File: src/rtl/tx_hs_pkg.sv
// Shared types and sizing helpers for the D-PHY HS transmit serializer.
package tx_hs_pkg;

  typedef enum logic [1:0] {
    IDLE  = 2'd0,
    SYNC  = 2'd1,
    DATA  = 2'd2,
    TRAIL = 2'd3
  } state_t;

  localparam logic [7:0] SYNC_WORD_DEFAULT = 8'hB8;

  // Counter width able to hold n-1; never narrower than one bit.
  function automatic int cnt_width(input int n);
    return (n > 1) ? $clog2(n) : 1;
  endfunction

endpackage

File: src/rtl/tx_ddr_out_cell.sv
// Dual-edge output cell: even bit drives the high phase, odd bit the low phase.
// Odd bit is staged at posedge and handed to the negedge register half a cycle later.
module tx_ddr_out_cell (
  input  logic clk,
  input  logic rst,
  input  logic even_bit,
  input  logic odd_bit,
  input  logic en,
  output logic line
);

  logic pos_q;
  logic odd_q;
  logic neg_q;

  always_ff @(posedge clk) begin
    if (rst) begin
      pos_q <= 1'b0;
      odd_q <= 1'b0;
    end else begin
      pos_q <= en & even_bit;
      odd_q <= en & odd_bit;
    end
  end

  always_ff @(negedge clk) begin
    if (rst) begin
      neg_q <= 1'b0;
    end else begin
      neg_q <= odd_q;
    end
  end

  assign line = clk ? pos_q : neg_q;

endmodule

File: src/rtl/tx_hs_ddr_serializer.sv
// Multi-lane HS serializer: sync word, gapless payload words, then inverted-last-bit trail.
// Request at posedge N puts sync bit 0 on the line in the high phase after posedge N+1.
module tx_hs_ddr_serializer
  import tx_hs_pkg::*;
#(
  parameter int                LANES        = 1,
  parameter int                WORD_W       = 8,
  parameter logic [WORD_W-1:0] SYNC_WORD    = WORD_W'(SYNC_WORD_DEFAULT),
  parameter int                TRAIL_CYCLES = 4
) (
  input  logic                    TxDDRClkHS,
  input  logic                    TxRst,
  input  logic                    hs_request,
  input  logic [LANES-1:0]        lane_en,
  input  logic [LANES*WORD_W-1:0] tx_data,
  input  logic                    tx_valid,
  output logic                    tx_ready,
  output logic [LANES-1:0]        MuxOut,
  output logic                    hs_active,
  output logic                    burst_done,
  output logic                    underrun
);

  localparam int CNT_W = cnt_width(WORD_W / 2);
  localparam int TRL_W = cnt_width(TRAIL_CYCLES);
  localparam logic [CNT_W-1:0] CNT_LOAD = CNT_W'(WORD_W / 2 - 1);
  localparam logic [TRL_W-1:0] TRL_LOAD = TRL_W'(TRAIL_CYCLES - 1);

  state_t                         state;
  logic [CNT_W-1:0]               cnt;
  logic [TRL_W-1:0]               tcnt;
  logic [LANES-1:0][WORD_W-1:0]   sh_q;
  logic [LANES-1:0]               last_bit;
  logic [LANES-1:0]               lane_mask;
  logic [LANES-1:0]               even_bit;
  logic [LANES-1:0]               odd_bit;
  logic [LANES-1:0]               cell_en;

  assign tx_ready = ((state == SYNC) || (state == DATA)) && (cnt == '0);

  always_ff @(posedge TxDDRClkHS) begin
    if (TxRst) begin
      state      <= IDLE;
      cnt        <= '0;
      tcnt       <= '0;
      sh_q       <= '0;
      last_bit   <= '0;
      lane_mask  <= '0;
      hs_active  <= 1'b0;
      burst_done <= 1'b0;
      underrun   <= 1'b0;
    end else begin
      burst_done <= 1'b0;
      case (state)
        IDLE: begin
          if (hs_request && (lane_en != '0)) begin
            state     <= SYNC;
            lane_mask <= lane_en;
            sh_q      <= {LANES{SYNC_WORD}};
            cnt       <= CNT_LOAD;
            underrun  <= 1'b0;
            hs_active <= 1'b1;
          end
        end
        SYNC, DATA: begin
          for (int i = 0; i < LANES; i++) begin
            last_bit[i] <= sh_q[i][1];
          end
          if (cnt != '0) begin
            for (int i = 0; i < LANES; i++) begin
              sh_q[i] <= sh_q[i] >> 2;
            end
            cnt <= cnt - 1'b1;
          end else if (tx_valid) begin
            // Reload at the word boundary so the next pair follows without a gap.
            sh_q  <= tx_data;
            cnt   <= CNT_LOAD;
            state <= DATA;
          end else begin
            state <= TRAIL;
            tcnt  <= TRL_LOAD;
            if (hs_request) begin
              underrun <= 1'b1;
            end
          end
        end
        TRAIL: begin
          if (tcnt == '0) begin
            state      <= IDLE;
            burst_done <= 1'b1;
            hs_active  <= 1'b0;
          end else begin
            tcnt <= tcnt - 1'b1;
          end
        end
        default: state <= IDLE;
      endcase
    end
  end

  always_comb begin
    even_bit = '0;
    odd_bit  = '0;
    cell_en  = '0;
    for (int i = 0; i < LANES; i++) begin
      if (state == TRAIL) begin
        even_bit[i] = ~last_bit[i];
        odd_bit[i]  = ~last_bit[i];
      end else begin
        even_bit[i] = sh_q[i][0];
        odd_bit[i]  = sh_q[i][1];
      end
      cell_en[i] = lane_mask[i] && (state != IDLE);
    end
  end

  for (genvar g = 0; g < LANES; g++) begin : g_lane
    tx_ddr_out_cell u_cell (
      .clk      (TxDDRClkHS),
      .rst      (TxRst),
      .even_bit (even_bit[g]),
      .odd_bit  (odd_bit[g]),
      .en       (cell_en[g]),
      .line     (MuxOut[g])
    );
  end

endmodule

File: config.mk
export PLATFORM = sky130hd
export DESIGN_NAME = tx_hs_ddr_serializer
export DESIGN_NICKNAME = d
export VERILOG_FILES = /design/src/rtl/tx_hs_pkg.sv /design/src/rtl/tx_ddr_out_cell.sv /design/src/rtl/tx_hs_ddr_serializer.sv
export SDC_FILE = /design/constraint.sdc
export NUM_CORES = 1
export LEC_CHECK = 0
export ABC_AREA = 1
export CAP_MARGIN = 20
export CELL_PAD_IN_SITES_DETAIL_PLACEMENT = 0
export CELL_PAD_IN_SITES_GLOBAL_PLACEMENT = 2
export CORE_ASPECT_RATIO = 1.1
export CORE_MARGIN = 3
export CORE_UTILIZATION = 25
export DETAILED_ROUTE_END_ITERATION = 8
export GPL_ROUTABILITY_DRIVEN = 0
export PLACE_DENSITY = 0.74
export SETUP_SLACK_MARGIN = 0.3
export SLEW_MARGIN = 20
export SYNTH_ARGS = -nofsm -noshare
export SYNTH_HDL_FRONTEND = slang
export SYNTH_SLANG_ARGS = --single-unit
export TNS_END_PERCENT = 10
File: constraint.sdc
create_clock -name TxDDRClkHS -period 1.9 [get_ports TxDDRClkHS]
set_clock_uncertainty 0.2 [all_clocks]
set_input_delay 0.38 -clock TxDDRClkHS [delete_from_list [all_inputs] [get_ports TxDDRClkHS]]
set_output_delay 0.38 -clock TxDDRClkHS [all_outputs]
set_load 0.01 [all_outputs]
* After elaboration in Yosys (flattened, before gate mapping)
Index checks and enable logic that the tools add are counted.
** Word-level totals
- Bits of input ports :: 13
- Register bits :: 22
- Output and inout bits :: 5
- Word-level logic and storage cells :: 77
** Operators by class
- Equality and inequality tests :: 10
- Add/subtract/negate cells :: 2
- Reduce and logical (&&, ||, !) cells :: 20
- Bitwise logic cells :: 4
- Muxes and demuxes :: 29
** Operator list (number)
- 2-to-1 mux 8 bit :: 3
- 2-to-1 mux 2 bit :: 9
- one-hot mux 8 bit (2 select lines) :: 1
- inequality test 2 bit (second input constant) :: 6
- 2-to-1 mux 1 bit :: 11
- nonzero test 2 bit :: 5
- AND reduction 3 bit :: 3
- one-hot mux 2 bit (2 select lines) :: 2
- logical NOT 2 bit :: 3
- one-hot mux 2 bit (3 select lines) :: 1
- AND reduction 5 bit :: 1
- equality test 2 bit (second input constant) :: 2
- one-hot mux 1 bit (2 select lines) :: 2
- AND reduction 4 bit :: 1
- OR reduction 2 bit :: 2
- subtractor 2 x 1 -> 2 bit (second input constant) :: 2
- logical AND 1 bit :: 3
- inequality test 3 bit (second input constant) :: 1
- AND 1 bit :: 2
- equality test 2 x 1 -> 1 bit (second input constant) :: 1
- NOT 1 bit :: 2
- AND reduction 2 bit :: 1
- logical OR 1 bit :: 1

* Longest topological paths before layout
- Depth after elaboration :: 4
- Gate-level depth with buffers :: 8
- Mapped depth without buffers :: 8

* Modules after synthesis
A second synthesis with hierarchy kept.
** Unflattened totals
- Cells, all modules :: 173
- Area, all modules :: 1161.1 sq um
** Modules (own cells, without submodules)
- tx_hs_ddr_serializer :: cells an instance 160, seq. area each 380.4 sq um, instances 1, area an instance 1058.5 sq um
- tx_ddr_out_cell :: cells an instance 13, seq. area each 60.1 sq um, instances 1, area an instance 102.6 sq um

==> out/qor.txt <==
Final WS setup - -0.581 ns
min-delay worst type - in2reg
failing checks - negative setup slack
Avg Inst Size Synth - 6.46 um^2
I/O pin count - 18
status - finished with violations
Post-Syn Area - 1120 um^2
Layout area overhead - 43.8%
adder-cell area share of the yosys netlist - 5.56%
# DRC - 0
Final Power - 2.65 mW
clock-pin slew on the worst setup and hold paths - 0.09 ns
Synth Warn # - 0
DR iter-0 viols - 56
combinational family with the most area after synthesis - simple AND/OR/NAND/NOR gates
final number of setup-violating endpoints - 2
relative slew slack - 80.5%
Netlist cell types - 18
mux cell area share after synthesis - 0%
Die Span X - 70.0 um
final net count - 222
WL final - 2700 um
global route overflow - 0
initial antenna violation count - 0
post-synthesis sequential area ratio - 39.2%
Max-Cap Viols - 0
TritonCTS clock tree - done
Global Route met3 Usage - 5.15%
clock latency reported for the late side of the worst-skew pair - 0.38 ns
vias per std cell - 4.34
Area after DPL - 1410 um^2
post-synth net total - 192
CP Capture Type - output pin
input/output buffers - 17
die footprint - 5340 um^2
Critical Path RT - 1.32 ns
ratio of cells with drive above 1 in the final layout - 23.2%
Final Hold Viols - 0
met2 usage - 17.4%
commonest non-fill, non-tap cell in the layout - nand2_1
CP Launch Type - register
cell area power density - 1640 nW/um^2
Synth Area in Compound Gates - 8.12%
antenna-violating nets left - 0
Leak Pwr - 0.749 nW
CP Max Fanout - 1
initial core utilization - 27.1%
cells after synthesis - 174
busiest grt layer - met2
Critical Path AT - 1.90 ns
core area - 4140 um^2
hpwl dp - 1910 um
Final Non-Filler Cells - 255
vias in the first global route - 1128
Finished Cell Area - 1620 um^2
via count - 1106
std cell rows - 24
fillers - 444
GRT Resource Usage Total - 11.0%
fraction of synthesized cell area in xor and xnor cells - 0%
synthesis-stage register bit count - 22
Final Hold Slack - 0.223 ns
Worst VDD drop - 0.521 mV
GR Util met1 - 12.1%
Avg WL per Cell - 10.6 um
DRT Pass-1 Iters - 4
RSZ-0062 raised after global routing - true
Placed Cells incl. Taps - 247
crit path kind - reg2out
height of the die - 76.4 um
Synth Area in Simple Gates - 36.4%
largest net degree at the start of global routing - 20
Slew @ Worst Pin - 0.292 ns
first-pass GRT wire length - 4600 um
most frequent cells in the layout - nand2_1 (43), nor2_1 (31), inv_1 (22)
antenna cell count - 0
pins over their slew limit - 0
# hold bufs at CTS - 0
TNS Setup - -0.581 ns
## cell usage after synthesis
library cell	count	share of area, %
nor3_1	1	0.44
nand4_1	1	0.56
ha_1	5	5.6
nand2_1	51	17
inv_1	26	8.7
nand3_1	7	3.1
buf_2	1	0.44
o21ai_0	8	3.6
a21oi_1	7	3.1
a21oi_2	1	0.78
clkbuf_1	1	0.33
dfxtp_1	22	39
nand3b_1	2	1.3
nand3_4	1	1.6
buf_6	1	1.0
clkinv_1	1	0.33
nor2_1	37	12
o211ai_1	1	0.67
## critical path, cell delays in order (launching register included)
cell and delay, ns:
dfxtp_2 0.30, nand2_1 0.05, nand2_1 0.04, buf_2 0.13
## through the flow
stage | setup WS, ns | util [%]
5_1_grt | -0.670 | 39.0
4_1_cts | -0.595 | 36.7
2_1_floorplan | -0.0458 | -
3_3_place_gp | -0.521 | 33.9
6_report | -0.581 | 39.0
3_5_place_dp | -0.522 | 33.9
## layout make-up
type | instances | area, um^2 | share of cell area, %
multi-input cells | 122 | 643 | 39.8
flip-flops and latches | 22 | 444 | 27.5
repair buffers | 23 | 230 | 14.2
inverters | 26 | 110 | 6.81
clock buffers | 7 | 87.6 | 5.41
well taps | 52 | 65.1 | 4.02
clock inverters | 3 | 37.5 | 2.32
## power breakdown
part | internal, mW | total (mW) | switching [mW]
clock network | 0.421 | 0.629 | 0.207
logic | 0.553 | 1.36 | 0.806
registers | 0.601 | 0.660 | 0.0596
total | 1.57 | 2.65 | 1.07
## flip-flops by register name, indices dropped and copies added, names as in the netlist
name / cells
burst_done: 1
underrun: 1
sh_q: 8
state: 2
hs_active: 1
last_bit: 1
g_lane.u_cell.pos_q: 1
lane_mask: 1
g_lane.u_cell.odd_q: 1
g_lane.u_cell.neg_q: 1
cnt: 2
tcnt: 2
## layer usage
layer  up-vias  part of all wire (%)
met3         6                   4.5
li1        587                     -
met5         -                     0
met1       492                    46
met2        21                    48
met4         0                   1.6
## final timing paths
check             endpoint  cells past startpoint  slack, ns              startpoint
hold / removal    state[1]                      3       0.22                   TxRst
hold reg to reg   underrun                      2       0.26                underrun
setup reg to reg   sh_q[4]                      9       0.14                state[0]
setup / recovery    MuxOut                      3      -0.58  g_lane[0].u_cell.neg_q
## what timing repair did
item,CTS,global route
gates resized for setup,13,39
setup endpoints to repair,22,20
setup buffers,0,0
pin swaps,2,25
## cell families (layout without fill, tap and decap cells)
kind of cell,after synthesis,count (layout)
AO/OA/AOI/OAI,17,17
adder cells (fa/ha/maj),5,5
buffers and inverters,30,59
flip-flops,22,22
AND/OR/NAND/NOR,100,100
Note: power is estimated with default switching activity, not from simulation.
==> patch 1, RTL diff (same flow settings) <==
The parameter `WORD_W` goes from 8 to 12.
--- a/src/rtl/tx_hs_ddr_serializer.sv
+++ b/src/rtl/tx_hs_ddr_serializer.sv
@@ -4,7 +4,7 @@
   import tx_hs_pkg::*;
 #(
   parameter int                LANES        = 1,
-  parameter int                WORD_W       = 8,
+  parameter int                WORD_W       = 12,
   parameter logic [WORD_W-1:0] SYNC_WORD    = WORD_W'(SYNC_WORD_DEFAULT),
   parameter int                TRAIL_CYCLES = 4
 ) (
Ports: changed (resized tx_data); port bits go from 18 to 22. No check against the original RTL was run, so the function may have changed too.
==> patch 1 against the original RTL <==
- the flow still finishes with violations (negative setup slack)
- register-to-register slack improved by 50 ps
- global-route usage grew 1.5 points
- area after synthesis rose by 28%
- largest power group unchanged
- routed wire length is 34% higher
- design area rose by 34%
- setup slack worse by 12 ps
- clock power decreased by 4.0%
- power up 53%
- sequential cell count grew 5
==> patch 1: results (changes against the original RTL) <==
- Commonest cells post-synth: 71 x nand2_1, 34 x nor2_1, 29 x inv_1
- Setup TNS: -593 ps (-11.6 ps)
- Multi-input gate area: 923 um^2 (+44%)
- Clock network area share: 5.56% (-2.2 points)
- Dpl cell area: 1820 um^2 (+30%)
- Fraction of area in multi-input gates: 42.7% (+3.0 points)
- DRT iter0 DRCs: 72 (+29%)
- Pre-CTS setup slack: -520 ps (+2.24 ps)
- #FFs+latches synth: 27 (+23%)
- Area contributors post-synth: dfxtp_1 38%, nand2_1 18%, nor2_1 8.9%, inv_1 7.6%, nand3_1 6.9%
- Gate power share: 62.8% (+12 points)
- Filler-free cell count of the finished design: 339 (+33%)
- Fraction of layout cells with a size suffix above 1: 31.4% (+8.3 points)
- Seq area share: 25.2% (-2.3 points)
- Buffers excl. clock: 39 (+70%)
- Leak: 0.000977 uW (+30%)
- Syn_area_per_cell: 6.35 um^2 (-1.8%)
- Final net count: 285 (+28%)
- Port Buf Inserts: 21 (+4)
- Max VDD drop: 0.689 mV (+32%)
- Inst Count DP: 331 (+34%)
- P_clk: 604 uW (-4.0%)
- Sw Pwr: 1810 uW (+69%)
- Non-clock inverters: 29 (+12%)
- Synth unique cells: 21 (+3)
- Status: complete, but fails checks
- DP HPWL: 2470 um (+29%)
- Sw frac: 44.6% (+4.1 points)
- Post-Synth Adder-Cell Area: 2.60% (-3.0 points)
- First-pass GRT wire length: 6720 um (+46%)
- Clkbuf count: 8 (+1)
- Final setup violation count: 2 (unchanged)
- Worst relative slew slack: 84.3% (+3.8 points)
- Multi-In Gates: 159 (+30%)
- Post-CTS sizing: 48 (+35)
- CP max stage cell: dfxtp_1
- Wirelength per Cell: 10.7 um (+1.1%)
- Violated checks: negative setup slack
- Drt via density: 4.37 (+0.66%)
- Global-route usage over all layers: 12.5% (+1.5 points)
- Synth Area in Compound Gates: 5.73% (-2.4 points)
- Syn Nets: 247 (+29%)
- Syn Std Cell Area: 1440 um^2 (+28%)
- Hold/Removal Path Class: in -> reg
- Setup WS post-layout: -593 ps (-11.6 ps)
- Buffer share of cell area: 17.0% (+2.8 points)
patch 1: cell count changes after synthesis, moves of 5 or more:
cell     change
dfxtp_1      +5
nand2_1     +20
nand3_1     +13
nand4_1      +8
o21ai_0      -5
patch 1: final timing paths:
| check | from | end | slack [ps] | depth (start not counted) |
|---|---|---|---|---|
| worst min-delay path | TxRst | state[1] | 250 | 3 |
| worst min register to register | lane_mask | lane_mask | 260 | 2 |
| worst max register to register | state[1] | sh_q[1] | 190 | 9 |
| worst max-delay path | g_lane[0].u_cell.neg_q | MuxOut | -590 | 3 |
patch 1: layer usage:
| metal | part of all wire, % | vias up | global-route usage, % |
|---|---|---|---|
| met5 | 0 | - | 0 |
| li1 | - | 777 | - |
| met1 | 47 | 676 | 14.8 |
| met4 | 1.2 | 0 | 5.25 |
| met3 | 3.6 | 5 | 3.36 |
| met2 | 49 | 22 | 21.3 |
==> patch 2, RTL diff (same flow settings) <==
Made on the original files. Put one more register stage on the output `underrun`, without a reset. The value now appears one clock later. The other outputs are not delayed to match.
--- a/src/rtl/tx_hs_ddr_serializer.sv
+++ b/src/rtl/tx_hs_ddr_serializer.sv
@@ -26,6 +26,8 @@
   localparam logic [CNT_W-1:0] CNT_LOAD = CNT_W'(WORD_W / 2 - 1);
   localparam logic [TRL_W-1:0] TRL_LOAD = TRL_W'(TRAIL_CYCLES - 1);
 
+  logic underrun_s0;
+
   state_t                         state;
   logic [CNT_W-1:0]               cnt;
   logic [TRL_W-1:0]               tcnt;
@@ -48,7 +50,7 @@
       lane_mask  <= '0;
       hs_active  <= 1'b0;
       burst_done <= 1'b0;
-      underrun   <= 1'b0;
+      underrun_s0 <= 1'b0;
     end else begin
       burst_done <= 1'b0;
       case (state)
@@ -58,7 +60,7 @@
             lane_mask <= lane_en;
             sh_q      <= {LANES{SYNC_WORD}};
             cnt       <= CNT_LOAD;
-            underrun  <= 1'b0;
+            underrun_s0 <= 1'b0;
             hs_active <= 1'b1;
           end
         end
@@ -80,7 +82,7 @@
             state <= TRAIL;
             tcnt  <= TRL_LOAD;
             if (hs_request) begin
-              underrun <= 1'b1;
+              underrun_s0 <= 1'b1;
             end
           end
         end
@@ -125,5 +127,9 @@
     );
   end
 
+  always_ff @(posedge TxDDRClkHS) begin
+    underrun <= underrun_s0;
+  end
+
 endmodule
 
Function: not checked (the comparison handles one clock edge and no latches or derived clocks); the edit may change what the design does.
==> patch 2 against the original RTL <==
- the run still ends with negative setup slack left
- power is 11% higher
- sequential cell count rose by 1
- setup slack got worse by 31 ps
- non-clock buffer count fell by 1
- via count rose by 0.27%
- design area fell by 3.7%
- routed wire length rose by 0.67%
- die area increased by 4.7%
- area after synthesis increased by 5.1%
- sequential share of layout area rose by 2.3 points
- largest cell class unchanged
==> patch 2: results (changes against the original RTL) <==
- Final net count: 224 (+0.90%)
- DP HPWL: 1970 um (+3.1%)
- Critical Path AT: 1930 ps (+30 ps)
- Largest net degree at the start of global routing: 18 (-10%)
- Worst R2R Start: state[1]
- Reg2Reg Setup Slack: 160 ps (+20 ps)
- Dpl cell area: 1430 um^2 (+2.0%)
- Status: complete, but fails checks
- Fraction of layout cells with a size suffix above 1: 16.6% (-6.6 points)
- Filler-free cell count of the finished design: 259 (+1.6%)
- Setup WS post-layout: -613 ps (-31.4 ps)
- DRT iter0 DRCs: 38 (-32%)
- Violated checks: negative setup slack
- Worst relative slew slack: 81.2% (+0.63 points)
- Final setup violation count: 2 (unchanged)
- FF+latch area: 464 um^2 (+4.5%)
- Leak: 0.000766 uW (+2.2%)
- Hold/Removal Path Class: reg -> reg
- Inst Count DP: 251 (+1.6%)
- Number of global-route vias before repair: 1,107 (-1.9%)
- Wirelength per Cell: 10.5 um (-0.89%)
- Syn Inst Count: 178 (+2.3%)
- First-pass GRT wire length: 4610 um (+0.15%)
- Filler cell count in the final layout: 476 (+7.2%)
- Drt via density: 4.28 (-1.3%)
- Global-route usage over all layers: 10.7% (-0.33 points)
patch 2: cell count changes after synthesis, moves of 2 or more:
cell	delta
a21oi_1	+4
nand2_2	+3
nand3b_1	-2
nand2_1	+5
nand4_1	+2
nand3_1	-3
o21ai_0	+2
nor2_1	-15
inv_1	+4
patch 2: worst min path at each step:
stage	startpoint	to	slack (ps)	depth (start not counted)
6_report	underrun_s0	underrun	160	0
5_1_grt	underrun_s0	underrun	170	0
4_1_cts	underrun_s0	underrun	160	0
3_5_place_dp	underrun_s0	underrun	140	0
3_3_place_gp	underrun_s0	underrun	140	0
2_1_floorplan	underrun_s0	underrun	130	0
patch 2: cells by family after synthesis:
group,synth area share [%]
adder cells (fa/ha/maj),5.29
AO/OA/AOI/OAI,9.31
buffers and inverters,13.1
AND/OR/NAND/NOR,33.3
flip-flops,38.9
patch 2: routing by layer:
layer  track usage, %  wire length (um)
met5                0                 0
met4             5.64                32
met3             5.25               132
met2             16.1              1250
met1             12.2              1310
patch 2: final cells by class:
class	instances	area share [%]
inverter	31	7.63
clock inverter	2	0.482
timing repair buffer	22	12.6
tap	54	4.34
multi-input combinational	119	37.9
sequential	23	29.8
clock buffer	8	7.23
patch 2: stage by stage:
| step | TNS, ps | setup slack [ps] | power (uW) | hold WS (ps) |
|---|---|---|---|---|
| floorplan | -45.8 | -45.8 | 1990 | 131 |
| global placement | -787 | -519 | 2280 | 136 |
| detailed placement | -801 | -523 | 2310 | 142 |
| CTS | -796 | -636 | 2900 | 160 |
| global route | -682 | -676 | 3250 | 168 |
| finish | -613 | -613 | 2930 | 157 |
patch 2: power breakdown:
| group | switching [uW] | internal, uW |
|---|---|---|
| Sequential | 67.9 | 678 |
| Combinational | 1020 | 568 |
| Clock | 223 | 369 |
| Total | 1310 | 1610 |
